--- config.mk ---
export PLATFORM = sky130hd
export DESIGN_NAME = tone_gen_poly
export DESIGN_NICKNAME = d
export VERILOG_FILES = /design/src/rtl/tone_gen_poly.sv
export SDC_FILE = /design/constraint.sdc
export NUM_CORES = 1
export LEC_CHECK = 0
export CAP_MARGIN = 20
export CELL_PAD_IN_SITES_DETAIL_PLACEMENT = 1
export CELL_PAD_IN_SITES_GLOBAL_PLACEMENT = 1
export CORE_UTILIZATION = 44
export CTS_CLUSTER_SIZE = 25
export DETAILED_ROUTE_END_ITERATION = 10
export DONT_BUFFER_PORTS = 1
export PLACE_DENSITY_LB_ADDON = 0.1
export SLEW_MARGIN = 10
export SYNTH_ARGS = -nofsm -noshare
export SYNTH_HDL_FRONTEND = slang
export SYNTH_SLANG_ARGS = --single-unit
--- constraint.sdc ---
create_clock -name clk -period 5.59 [get_ports clk]
set_clock_uncertainty 0.2 [all_clocks]
set_input_delay 1.3975 -clock clk [delete_from_list [all_inputs] [get_ports clk]]
set_output_delay 1.3975 -clock clk [all_outputs]
set_load 0.03 [all_outputs]
--- src/rtl/tone_gen_poly.sv ---
// Square-wave note generator for one piano voice. It plays any chromatic note in octaves 0..7.
// Pitch changes and key release take effect only at period boundaries, so no pulse is truncated.
module tone_gen_poly #(
  parameter int unsigned CLK_HZ = 50_000_000,
  parameter int unsigned CNT_W  = 25
) (
  input  logic       clk,
  input  logic       reset,
  input  logic       key_on,
  input  logic [3:0] note_sel,
  input  logic [2:0] octave,
  output logic       tone_out,
  output logic       active,
  output logic       edge_tick,
  output logic [3:0] cur_note
);

  localparam logic [0:0] ST_IDLE = 1'b0;
  localparam logic [0:0] ST_RUN  = 1'b1;

  // Octave-4 half-period in clocks, rounded to nearest, from a frequency in centi-Hz.
  function automatic logic [CNT_W-1:0] hp4_calc(input longint unsigned f_chz);
    longint unsigned num;
    num = longint'(CLK_HZ) * 64'd100 + f_chz;
    return CNT_W'(num / (64'd2 * f_chz));
  endfunction

  localparam logic [CNT_W-1:0] HP4_C  = hp4_calc(64'd26163);
  localparam logic [CNT_W-1:0] HP4_CS = hp4_calc(64'd27718);
  localparam logic [CNT_W-1:0] HP4_D  = hp4_calc(64'd29366);
  localparam logic [CNT_W-1:0] HP4_DS = hp4_calc(64'd31113);
  localparam logic [CNT_W-1:0] HP4_E  = hp4_calc(64'd32963);
  localparam logic [CNT_W-1:0] HP4_F  = hp4_calc(64'd34923);
  localparam logic [CNT_W-1:0] HP4_FS = hp4_calc(64'd36999);
  localparam logic [CNT_W-1:0] HP4_G  = hp4_calc(64'd39200);
  localparam logic [CNT_W-1:0] HP4_GS = hp4_calc(64'd41530);
  localparam logic [CNT_W-1:0] HP4_A  = hp4_calc(64'd44000);
  localparam logic [CNT_W-1:0] HP4_AS = hp4_calc(64'd46616);
  localparam logic [CNT_W-1:0] HP4_B  = hp4_calc(64'd49388);

  logic [0:0]       r_state;
  logic [CNT_W-1:0] r_cnt;
  logic [CNT_W-1:0] r_hp;
  logic             r_tone;
  logic             r_tick;
  logic [3:0]       r_note;

  logic [0:0]       w_state_d;
  logic [CNT_W-1:0] w_cnt_d;
  logic [CNT_W-1:0] w_hp_d;
  logic             w_tone_d;
  logic             w_tick_d;
  logic [3:0]       w_note_d;
  logic [CNT_W-1:0] w_hp4;
  logic [CNT_W-1:0] w_hp;
  logic             w_valid;
  logic             w_last;

  always_comb begin
    w_hp4 = '0;
    case (note_sel)
      4'd0:    w_hp4 = HP4_C;
      4'd1:    w_hp4 = HP4_CS;
      4'd2:    w_hp4 = HP4_D;
      4'd3:    w_hp4 = HP4_DS;
      4'd4:    w_hp4 = HP4_E;
      4'd5:    w_hp4 = HP4_F;
      4'd6:    w_hp4 = HP4_FS;
      4'd7:    w_hp4 = HP4_G;
      4'd8:    w_hp4 = HP4_GS;
      4'd9:    w_hp4 = HP4_A;
      4'd10:   w_hp4 = HP4_AS;
      4'd11:   w_hp4 = HP4_B;
      default: w_hp4 = '0;
    endcase
  end

  assign w_hp    = (octave < 3'd4) ? (w_hp4 << (3'd4 - octave)) : (w_hp4 >> (octave - 3'd4));
  assign w_valid = key_on && (note_sel <= 4'd11);
  assign w_last  = (r_cnt == r_hp - 1'b1);

  always_comb begin
    w_state_d = r_state;
    w_cnt_d   = r_cnt;
    w_hp_d    = r_hp;
    w_tone_d  = r_tone;
    w_tick_d  = 1'b0;
    w_note_d  = r_note;
    case (r_state)
      ST_IDLE: begin
        w_cnt_d  = '0;
        w_tone_d = 1'b0;
        if (w_valid) begin
          w_hp_d    = w_hp;
          w_note_d  = note_sel;
          w_tone_d  = 1'b1;
          w_tick_d  = 1'b1;
          w_state_d = ST_RUN;
        end
      end
      ST_RUN: begin
        if (w_last) begin
          w_cnt_d = '0;
          if (r_tone) begin
            w_tone_d = 1'b0;
            w_tick_d = 1'b1;
          end else if (w_valid) begin
            // Back-to-back period: reload pitch with no idle gap.
            w_hp_d   = w_hp;
            w_note_d = note_sel;
            w_tone_d = 1'b1;
            w_tick_d = 1'b1;
          end else begin
            w_tone_d  = 1'b0;
            w_state_d = ST_IDLE;
          end
        end else begin
          w_cnt_d = r_cnt + 1'b1;
        end
      end
      default: begin
        w_state_d = ST_IDLE;
        w_cnt_d   = '0;
        w_tone_d  = 1'b0;
      end
    endcase
  end

  always_ff @(posedge clk) begin
    if (reset) begin
      r_state <= ST_IDLE;
      r_cnt   <= '0;
      r_hp    <= '0;
      r_tone  <= 1'b0;
      r_tick  <= 1'b0;
      r_note  <= 4'd0;
    end else begin
      r_state <= w_state_d;
      r_cnt   <= w_cnt_d;
      r_hp    <= w_hp_d;
      r_tone  <= w_tone_d;
      r_tick  <= w_tick_d;
      r_note  <= w_note_d;
    end
  end

  assign tone_out  = r_tone;
  assign active    = (r_state == ST_RUN);
  assign edge_tick = r_tick;
  assign cur_note  = r_note;

endmodule

==> results of run 1 <==
-- power breakdown --
group | total (mW) | leakage, nW | switching, mW | internal, mW
clock network | 0.231 | 0.0404 | 0.142 | 0.0891
registers | 0.443 | 0.455 | 0.0290 | 0.414
logic | 0.336 | 1.24 | 0.202 | 0.133
total | 1.01 | 1.73 | 0.374 | 0.636
-- metal layers --
metal  part of all wire, %  wire length, um
met1                    46             6840
met2                    50             7390
met3                   1.6              236
met4                   2.3              344
met5                     0                0
-- cells in the mapped netlist (4+ instances only) --
| cell type | count | area share (%) |
|---|---|---|
| mux2_2 | 6 | 1.4 |
| mux2i_1 | 19 | 3.9 |
| xnor2_1 | 24 | 4.3 |
| nor3b_1 | 4 | 0.61 |
| nor3_1 | 40 | 4.1 |
| o21ai_0 | 35 | 3.6 |
| nand2_1 | 49 | 3.7 |
| and3_1 | 9 | 1.1 |
| inv_1 | 10 | 0.76 |
| xor2_1 | 24 | 4.3 |
| a22oi_1 | 6 | 0.92 |
| dfxtp_1 | 56 | 23 |
| clkinv_1 | 5 | 0.38 |
| a211o_1 | 5 | 0.89 |
| nor2_1 | 76 | 5.8 |
| a31o_2 | 4 | 0.71 |
| or2_2 | 6 | 0.76 |
| nor4_1 | 9 | 1.1 |
| nand3_1 | 25 | 2.5 |
| nor2b_1 | 7 | 0.89 |
| o211ai_1 | 8 | 1.2 |
| buf_1 | 10 | 0.76 |
| o21a_1 | 4 | 0.61 |
| a21oi_1 | 37 | 3.8 |
| o22ai_1 | 6 | 0.76 |
| buf_2 | 4 | 0.41 |
| and2_1 | 9 | 1.1 |
| ha_1 | 8 | 2.0 |
| o31ai_1 | 10 | 1.5 |
| a211oi_1 | 23 | 3.5 |
| nand4_1 | 15 | 1.9 |
| clkbuf_1 | 39 | 3.0 |
| a31oi_1 | 6 | 0.76 |
| nand2b_1 | 12 | 1.5 |
-- state kept, by name (all words and copies together) (netlist names) --
signal     flops
cur_note       4
edge_tick      1
r_cnt         25
tone_out       1
r_hp          24
active         1
-- worst max-delay path by stage --
stage | from | endpoint | slack, ns | depth (start not counted)
after global routing | octave[0] | r_hp[6] | 0.82 | 10
after CTS | octave[0] | r_hp[6] | 1.20 | 10
after floorplan | octave[0] | r_hp[7] | 1.20 | 11
final | octave[0] | r_hp[6] | 1.16 | 10
after global placement | octave[0] | r_hp[6] | 0.99 | 10
after detailed placement | octave[0] | r_hp[6] | 0.88 | 10
-- per-stage QoR --
| stage | hold slack (ns) | instance area [um2] | total power [mW] | instances |
|---|---|---|---|---|
| floorplan | 0.253 | 4920 | 0.724 | 676 |
| global placement | 0.278 | 4880 | 0.775 | 762 |
| detailed placement | 0.297 | 4880 | 0.786 | 762 |
| CTS | 0.323 | 4970 | 1.02 | 770 |
| global route | 0.327 | 4970 | 1.07 | 770 |
| finish | 0.310 | 4970 | 1.01 | 770 |
-- cell families (layout without fill, tap and decap cells) --
| family | Yosys count | in the layout | share of synthesized area [%] |
|---|---|---|---|
| buffers and inverters | 73 | 27 | 6.15 |
| DFF | 56 | 56 | 22.8 |
| AOI/OAI and AO/OA | 175 | 175 | 24.1 |
| xor gates and xnor gates | 48 | 48 | 8.54 |
| and+or+nand+nor | 288 | 288 | 30.3 |
| muxes | 26 | 26 | 5.69 |
| adders and majority gates | 10 | 10 | 2.44 |
-- final cells by class --
class	instances	area (um2)	share of cell area [%]
clock buffer	5	68.8	1.38
clock inverter	3	23.8	0.478
multi-input combinational	547	3500	70.3
timing repair buffer	4	30.0	0.604
inverter	15	56.3	1.13
sequential	56	1120	22.5
tap	140	175	3.52
==> impl_metrics.csv, run 1 <==
group,metric,value,unit
clock_tree,cts_tree,"done",
clock_tree,cts-resized-gates,0,
global_routing,grtUsageMet1,31.9,%
worst_setup_path,max_stage_delay,0.88,ns
status,status,"finished, final reports clean",
worst_setup_path,reg2reg_depth,8,
clock_tree,cts_setup_buffers,0,
sta,setup_slack,1.16,ns
sta,setup_viol,0,
global_routing,use_met2,48.3,%
clock_tree,path_clk_slew,0.10,ns
route,drtIter0Drc,251,
pwr,power.density,203,nW/um2
clock_tree,cts_sinks,56,
layout,num-fill-cells,1387,
worst_setup_path,worstSetupEndpointType,"flip-flop",
sta,hold_viol,0,
worst_setup_path,timing.critical_path.mode_cell,"clkinv_1",
worst_hold_path,hp-class,"reg2reg",
worst_hold_path,min_from,"r_cnt[0]",
die,row_count,38,
layout,layout_commonest_cell,"nor2_1",
global_routing,grt_busiest_layer,"met2",
clock_tree,numCtsBuffers,5,
yosys,ys_types,76,
global_routing,use_met3,2.54,%
worst_setup_path,path_max_fanout,53,
global_routing,grtUsageTotal,26.3,%
worst_hold_path,hold_path_depth,1,
route,wl_per_cell,19.2,um
yosys,syn_inst,676,
route,ant_nets,0,
yosys,synthArstFlopShare,0,%
sta,max_freq,226,MHz
route,vias,4764,
sta,rsz0062_at_grt,"no",
yosys,synthFlopType,"dfxtp_1",
worst_setup_path,r2r_end,"tone_out",
route,wirelength,14800,um
sta,fin_crit,4.43,ns
sta,slew_headroom,45.6,%
die,io_pins,17,
global_routing,antenna_found_initial,0,
die,core,10900,um2
clock_tree,clock-root-buffer,"clkbuf_8",
global_routing,grt_pass1_vias,4767,
worst_setup_path,crit_slowest_cell,"ha_1",
layout,drive_above_1_share,6.83,%
clock_tree,clk-insertion-delay-late,0.33,ns
placement,place_hpwl,11400,um
route,via_per_inst,6.19,
yosys,netlist_area,4920,um2
die,die_area,11600,um2
placement,place_ws,0.881,ns
yosys,ys_warn_count,0,
global_routing,grt_max_degree,54,
global_routing,grt_pass1_wl,24200,um
route,drt-pass1-iter-count,4,
worst_hold_path,min_delay_worst_endpoint,"r_cnt[0]",
sta,fin_tns_setup,0,ns
clock_tree,cts_hold_buf,0,
layout,num-nets-final,647,
job,max_cap_violations,0,
worst_setup_path,worstPathCellList,"clkinv_1, ha_1, clkinv_1, nor3_1, o21ai_0, o31a_1, nor2_1, a21oi_1, mux2_2, a211oi_1",
die,die_w,108,um
clock_tree,clockBufferDepth,2,
die,start_util,45.2,%
placement,numPortBuffers,0,
worst_setup_path,crit_path_start_kind,"input pin",
yosys,syn-num-nets,694,
yosys,synth-edff-count,0,
layout,area_delta_synth_final,1.04,%
placement,routabilityCongestion,0.861,
worst_setup_path,r2r_start,"r_hp[9]",
global_routing,overflow,0,
worst_setup_path,worstPathRequired,5.64,ns
sta,finalMaxSlewViolations,0,
die,die-height,108,um
pwr,p_leak,1.73,nW
layout,final_util,45.7,%
sta,period_share,79.3,%
pwr,vdd_drop_max,0.138,mV
clock_tree,ctsHtreeMaxLevel,2,
layout,num_antenna_cells,0,
layout,layout_common_cells,"nor2_1 (76), dfxtp_1 (56), nand2_1 (49), nor3_1 (40), a21oi_1 (37)",
yosys,yosys_register_bits,56,
worst_setup_path,cp_top_family,"buffers and inverters",
sta,worst_slew_pin_slew,0.810,ns
yosys,syn_area_per_cell,7.28,um2
yosys,ys_seq_area_share,22.8,%
worst_setup_path,r2r_setup_slack,1.48,ns
worst_setup_path,crit_type,"in2reg",
worst_setup_path,cp.arrival,4.48,ns
worst_setup_path,path_buf_inv,2,
route,drc,0,
Note: power is estimated with default switching activity, not from simulation.
==> run 2: changes to the inputs <==
==> constraint.sdc (replaced) <==
create_clock -name clk -period 4.6 [get_ports clk]
set_clock_uncertainty 0.2 [all_clocks]
set_input_delay 1.15 -clock clk [delete_from_list [all_inputs] [get_ports clk]]
set_output_delay 1.15 -clock clk [all_outputs]
set_load 0.03 [all_outputs]
==> impl_metrics.csv, run 2 (synthesis results as in run 1) <==
group,metric,value,unit
die,die_area,11600,um2
clock_tree,cts_tree,"done",
clock_tree,path_clk_slew,0.10,ns
die,start_util,45.2,%
placement,place_hpwl,11000,um
worst_hold_path,hp-class,"reg2reg",
placement,routabilityCongestion,0.889,
clock_tree,numCtsBuffers,5,
placement,place_area,4920,um2
die,die_w,108,um
sta,period_share,88.0,%
worst_setup_path,path_max_fanout,26,
route,vias,4781,
clock_tree,cts_sinks,56,
sta,rsz0062_at_grt,"no",
pwr,p_leak,1.78,nW
route,drtIter0Drc,223,
die,die-height,108,um
route,wl_per_cell,18.6,um
route,ant_nets,0,
global_routing,grt_pass1_wl,24300,um
layout,area_delta_synth_final,2.49,%
route,wirelength,14400,um
worst_setup_path,reg2reg_depth,8,
clock_tree,clk-insertion-delay-late,0.32,ns
layout,layout_commonest_cell,"nor2_1",
global_routing,grt_pass1_vias,4824,
worst_setup_path,worstSetupEndpointType,"flip-flop",
global_routing,antenna_found_initial,0,
sta,setup_viol,0,
die,row_count,38,
global_routing,grtUsageTotal,26.0,%
worst_setup_path,cp.arrival,4.03,ns
route,drt-pass1-iter-count,4,
layout,num_antenna_cells,0,
sta,fin_tns_setup,0,ns
sta,worst_slew_pin_slew,0.716,ns
layout,design_area,5040,um2
worst_setup_path,r2r_setup_slack,0.55,ns
die,io_pins,17,
pwr,power.density,259,nW/um2
status,status,"finished, final reports clean",
layout,largest_reg_flops,25,
clock_tree,cts_setup_buffers,0,
layout,num-nets-final,652,
sta,hold_viol,0,
sta,finalMaxSlewViolations,0,
worst_setup_path,crit_path_start_kind,"flip-flop",
clock_tree,clockBufferDepth,2,
sta,max_freq,247,MHz
die,core,10900,um2
worst_setup_path,r2r_start,"r_hp[9]",
worst_setup_path,worstPathRequired,4.59,ns
clock_tree,cts_hold_buf,0,
worst_hold_path,hold_path_depth,1,
clock_tree,cts-resized-gates,0,
route,via_per_inst,6.17,
pwr,vdd_drop_max,0.132,mV
layout,top_register,"r_cnt",
clock_tree,clock-root-buffer,"clkbuf_8",
sta,slew_headroom,51.9,%
layout,layout_common_cells,"nor2_1 (76), dfxtp_1 (56), nand2_1 (49), nor3_1 (40), a21oi_1 (37)",
clock_tree,ctsHtreeMaxLevel,2,
layout,drive_above_1_share,7.56,%
worst_setup_path,crit_end,"tone_out",
route,drc,0,
worst_setup_path,r2r_end,"tone_out",
worst_setup_path,crit_start,"r_hp[9]",
global_routing,overflow,0,
global_routing,grt_max_degree,54,
job,max_cap_violations,0,
sta,fin_crit,4.05,ns
placement,numPortBuffers,0,
worst_setup_path,crit_type,"reg2reg",
-- run 2: cell type report --
class,instances,area (um2)
Fill cell,1395,5840
Multi-Input combinational cell,547,3500
Sequential cell,56,1120
Tap cell,140,175
Clock buffer,7,96.3
Timing Repair Buffer,9,67.6
Inverter,15,56.3
Clock inverter,1,30.0
-- run 2: routing by layer --
metal	share of wire, %	global-route usage [%]	vias up
met5	0	0	-
met4	2.3	8.41	0
met3	1.9	2.91	23
met2	49	46.0	59
met1	47	32.5	2315
li1	-	-	2384
-- run 2: where the power goes --
group	internal [mW]	switching, mW
combinational	0.166	0.244
sequential	0.503	0.0350
clock	0.192	0.167
total	0.861	0.446
-- run 2: through the flow --
stage                     hold slack, ns  power [mW]  instances  utilization [%]  worst slack, ns
after CTS                          0.320        1.32        775             46.3            0.566
final                              0.312        1.31        775             46.3            0.553
after global placement             0.290       0.946        767             45.2            0.687
after global routing               0.366        1.39        775             46.3            0.291
after floorplan                    0.253       0.879        676                -            0.454
after detailed placement           0.303       0.957        767             45.2            0.580
-- run 2: critical path, cell delays in order (launching register included) --
cell	delay, ns
dfxtp_1	0.40
or4_4	0.58
or4_1	0.55
o41ai_2	0.33
nand3_1	0.11
or4_4	0.58
or4b_1	0.59
nand3_2	0.40
o22ai_1	0.16
-- run 2: worst min-delay path by stage --
| stage | end | slack, ns | start |
|---|---|---|---|
| final | r_cnt[0] | 0.31 | r_cnt[0] |
| after global routing | r_hp[19] | 0.37 | r_hp[19] |
| after CTS | r_cnt[0] | 0.32 | r_cnt[0] |
| after detailed placement | r_cnt[0] | 0.30 | r_cnt[0] |
| after global placement | r_cnt[0] | 0.29 | r_cnt[0] |
| after floorplan | r_cnt[0] | 0.25 | r_cnt[0] |
==> run 3: changes to the inputs <==
--- a/config.mk
+++ b/config.mk
@@ -5,14 +5,15 @@
 export SDC_FILE = /design/constraint.sdc
 export NUM_CORES = 1
 export LEC_CHECK = 0
-export CAP_MARGIN = 20
+export CAP_MARGIN = 40
 export CELL_PAD_IN_SITES_DETAIL_PLACEMENT = 1
 export CELL_PAD_IN_SITES_GLOBAL_PLACEMENT = 1
 export CORE_UTILIZATION = 44
 export CTS_CLUSTER_SIZE = 25
 export DETAILED_ROUTE_END_ITERATION = 10
 export DONT_BUFFER_PORTS = 1
-export PLACE_DENSITY_LB_ADDON = 0.1
+export PLACE_DENSITY = 0.86
+export REMOVE_ABC_BUFFERS = 1
 export SLEW_MARGIN = 10
 export SYNTH_ARGS = -nofsm -noshare
 export SYNTH_HDL_FRONTEND = slang
==> impl_metrics.csv, run 3 (synthesis results as in run 1) <==
group,metric,value,unit
sta,rsz0062_at_grt,"no",
global_routing,grt_pass1_wl,24400,um
route,via_per_inst,6.49,
placement,place_hpwl,11100,um
worst_setup_path,worstPathCellList,"or4_4, or4_1, nor4_1, o211ai_1, and3_1, or4b_1, nand3_2, o22ai_1",
pwr,switchingPower,459,uW
clock_tree,clock-root-buffer,"clkbuf_8",
die,die_w,108,um
route,wl_met2,7310,um
die,io_pins,17,
worst_setup_path,max_stage_delay,0.61,ns
worst_setup_path,crit_slowest_cell,"or4b_1",
sta,fin_tns_setup,0,ns
sta,period_share,89.1,%
worst_setup_path,crit_path_start_kind,"flip-flop",
sta,setup_viol,0,
clock_tree,cts_setup_buffers,0,
pwr,switching_share,34.8,%
placement,routabilityCongestion,0.893,
layout,layout_common_cells,"nor2_1 (76), dfxtp_1 (56), nand2_1 (49), nor3_1 (40), a21oi_1 (37)",
die,row_count,38,
die,die_area,11600,um2
clock_tree,cts_sinks,56,
clock_tree,path_clk_slew,0.10,ns
layout,area_delta_synth_final,2.34,%
pwr,vdd_drop_max,0.146,mV
route,wl_per_cell,19.2,um
worst_setup_path,crit_type,"reg2reg",
clock_tree,cts-resized-gates,0,
clock_tree,cts_tree,"done",
route,vias,5020,
route,drc,0,
worst_hold_path,hp-class,"reg2reg",
layout,layout_commonest_cell,"nor2_1",
route,ant_nets,0,
global_routing,grt_pass1_vias,4884,
route,wirelength,14900,um
route,drtIter0Drc,408,
sta,finalMaxSlewViolations,0,
global_routing,grt_max_degree,54,
clock_tree,numCtsBuffers,5,
layout,drive_above_1_share,7.41,%
worst_setup_path,worstSetupEndpointType,"flip-flop",
die,start_util,45.2,%
global_routing,grtUsageTotal,26.2,%
layout,top_register,"r_cnt",
global_routing,antenna_found_initial,0,
sta,slew_headroom,49.5,%
clock_tree,ctsHtreeMaxLevel,2,
sta,max_freq,244,MHz
layout,num_antenna_cells,0,
worst_setup_path,cp.arrival,4.09,ns
clock_tree,clockBufferDepth,2,
route,wl_met1,6630,um
pwr,pwr-share-seq,40.9,%
sta,hold_viol,0,
route,drt-pass1-iter-count,5,
sta,worst_slew_pin_slew,0.738,ns
worst_setup_path,worstPathRequired,4.59,ns
route,top_layer,"met4",
clock_tree,clk-insertion-delay-late,0.32,ns
layout,largest_reg_flops,25,
die,core,10900,um2
pwr,power.density,262,nW/um2
route,wl_met3,643,um
clock_tree,cts_hold_buf,0,
die,die-height,108,um
pwr,power.internal,861,uW
status,status,"finished, final reports clean",
placement,numPortBuffers,0,
pwr,p_leak,1.78,nW
layout,num-nets-final,651,
pwr,power.total,1.32,mW
global_routing,overflow,0,
sta,fin_crit,4.10,ns
pwr,clockPowerShare,27.4,%
job,max_cap_violations,0,
worst_setup_path,path_max_fanout,26,
pwr,p_comb_share,31.7,%
run 3: metrics by stage:
step	util, %	worst slack, ns	instances	instance area, um2	hold slack [ns]
detailed placement	45.1	0.533	766	4910	0.299
finish	46.3	0.502	774	5040	0.322
global placement	45.1	0.681	766	4910	0.288
CTS	46.3	0.484	774	5040	0.325
global route	46.3	0.342	774	5040	0.362
floorplan	-	0.689	618	4680	0.253
run 3: power by group through the flow:
| stage | logic [mW] | clock network [mW] | registers (mW) |
|---|---|---|---|
| floorplan | 0.307 | 0 | 0.541 |
| global placement | 0.387 | 0 | 0.548 |
| detailed placement | 0.408 | 0 | 0.549 |
| CTS | 0.412 | 0.365 | 0.538 |
| global route | 0.457 | 0.384 | 0.543 |
| finish | 0.419 | 0.361 | 0.539 |
run 3: final timing paths:
check           start        to  slack, ns  depth (start not counted)
min          r_cnt[0]  r_cnt[0]       0.32                          1
max           r_hp[9]  tone_out       0.50                          8
max reg2reg   r_hp[9]  tone_out       0.50                          8
min reg2reg  r_cnt[0]  r_cnt[0]       0.32                          1
run 3: per-layer routing:
metal | vias up | track usage, %
li1 | 2375 | -
met1 | 2475 | 33.5
met2 | 146 | 45.9
met3 | 24 | 3.15
met4 | 0 | 7.24
met5 | - | 0
run 3: layout make-up:
cell class              instances  area (um2)
multi-input cells             547        3500
clock inverters                 1        30.0
flip-flops and latches         56        1120
well taps                     140         175
inverters                      15        56.3
clock buffers                   7        96.3
repair buffers                  8        60.1
fillers                      1383        5850
run 3: critical path, delay by kind of cell, from the launching register on:
| kind | cells | cell delay [ns] |
|---|---|---|
| AO/OA/AOI/OAI | 2 | 0.33 |
| flip-flops | 1 | 0.39 |
| AND/OR/NAND/NOR | 6 | 3.03 |
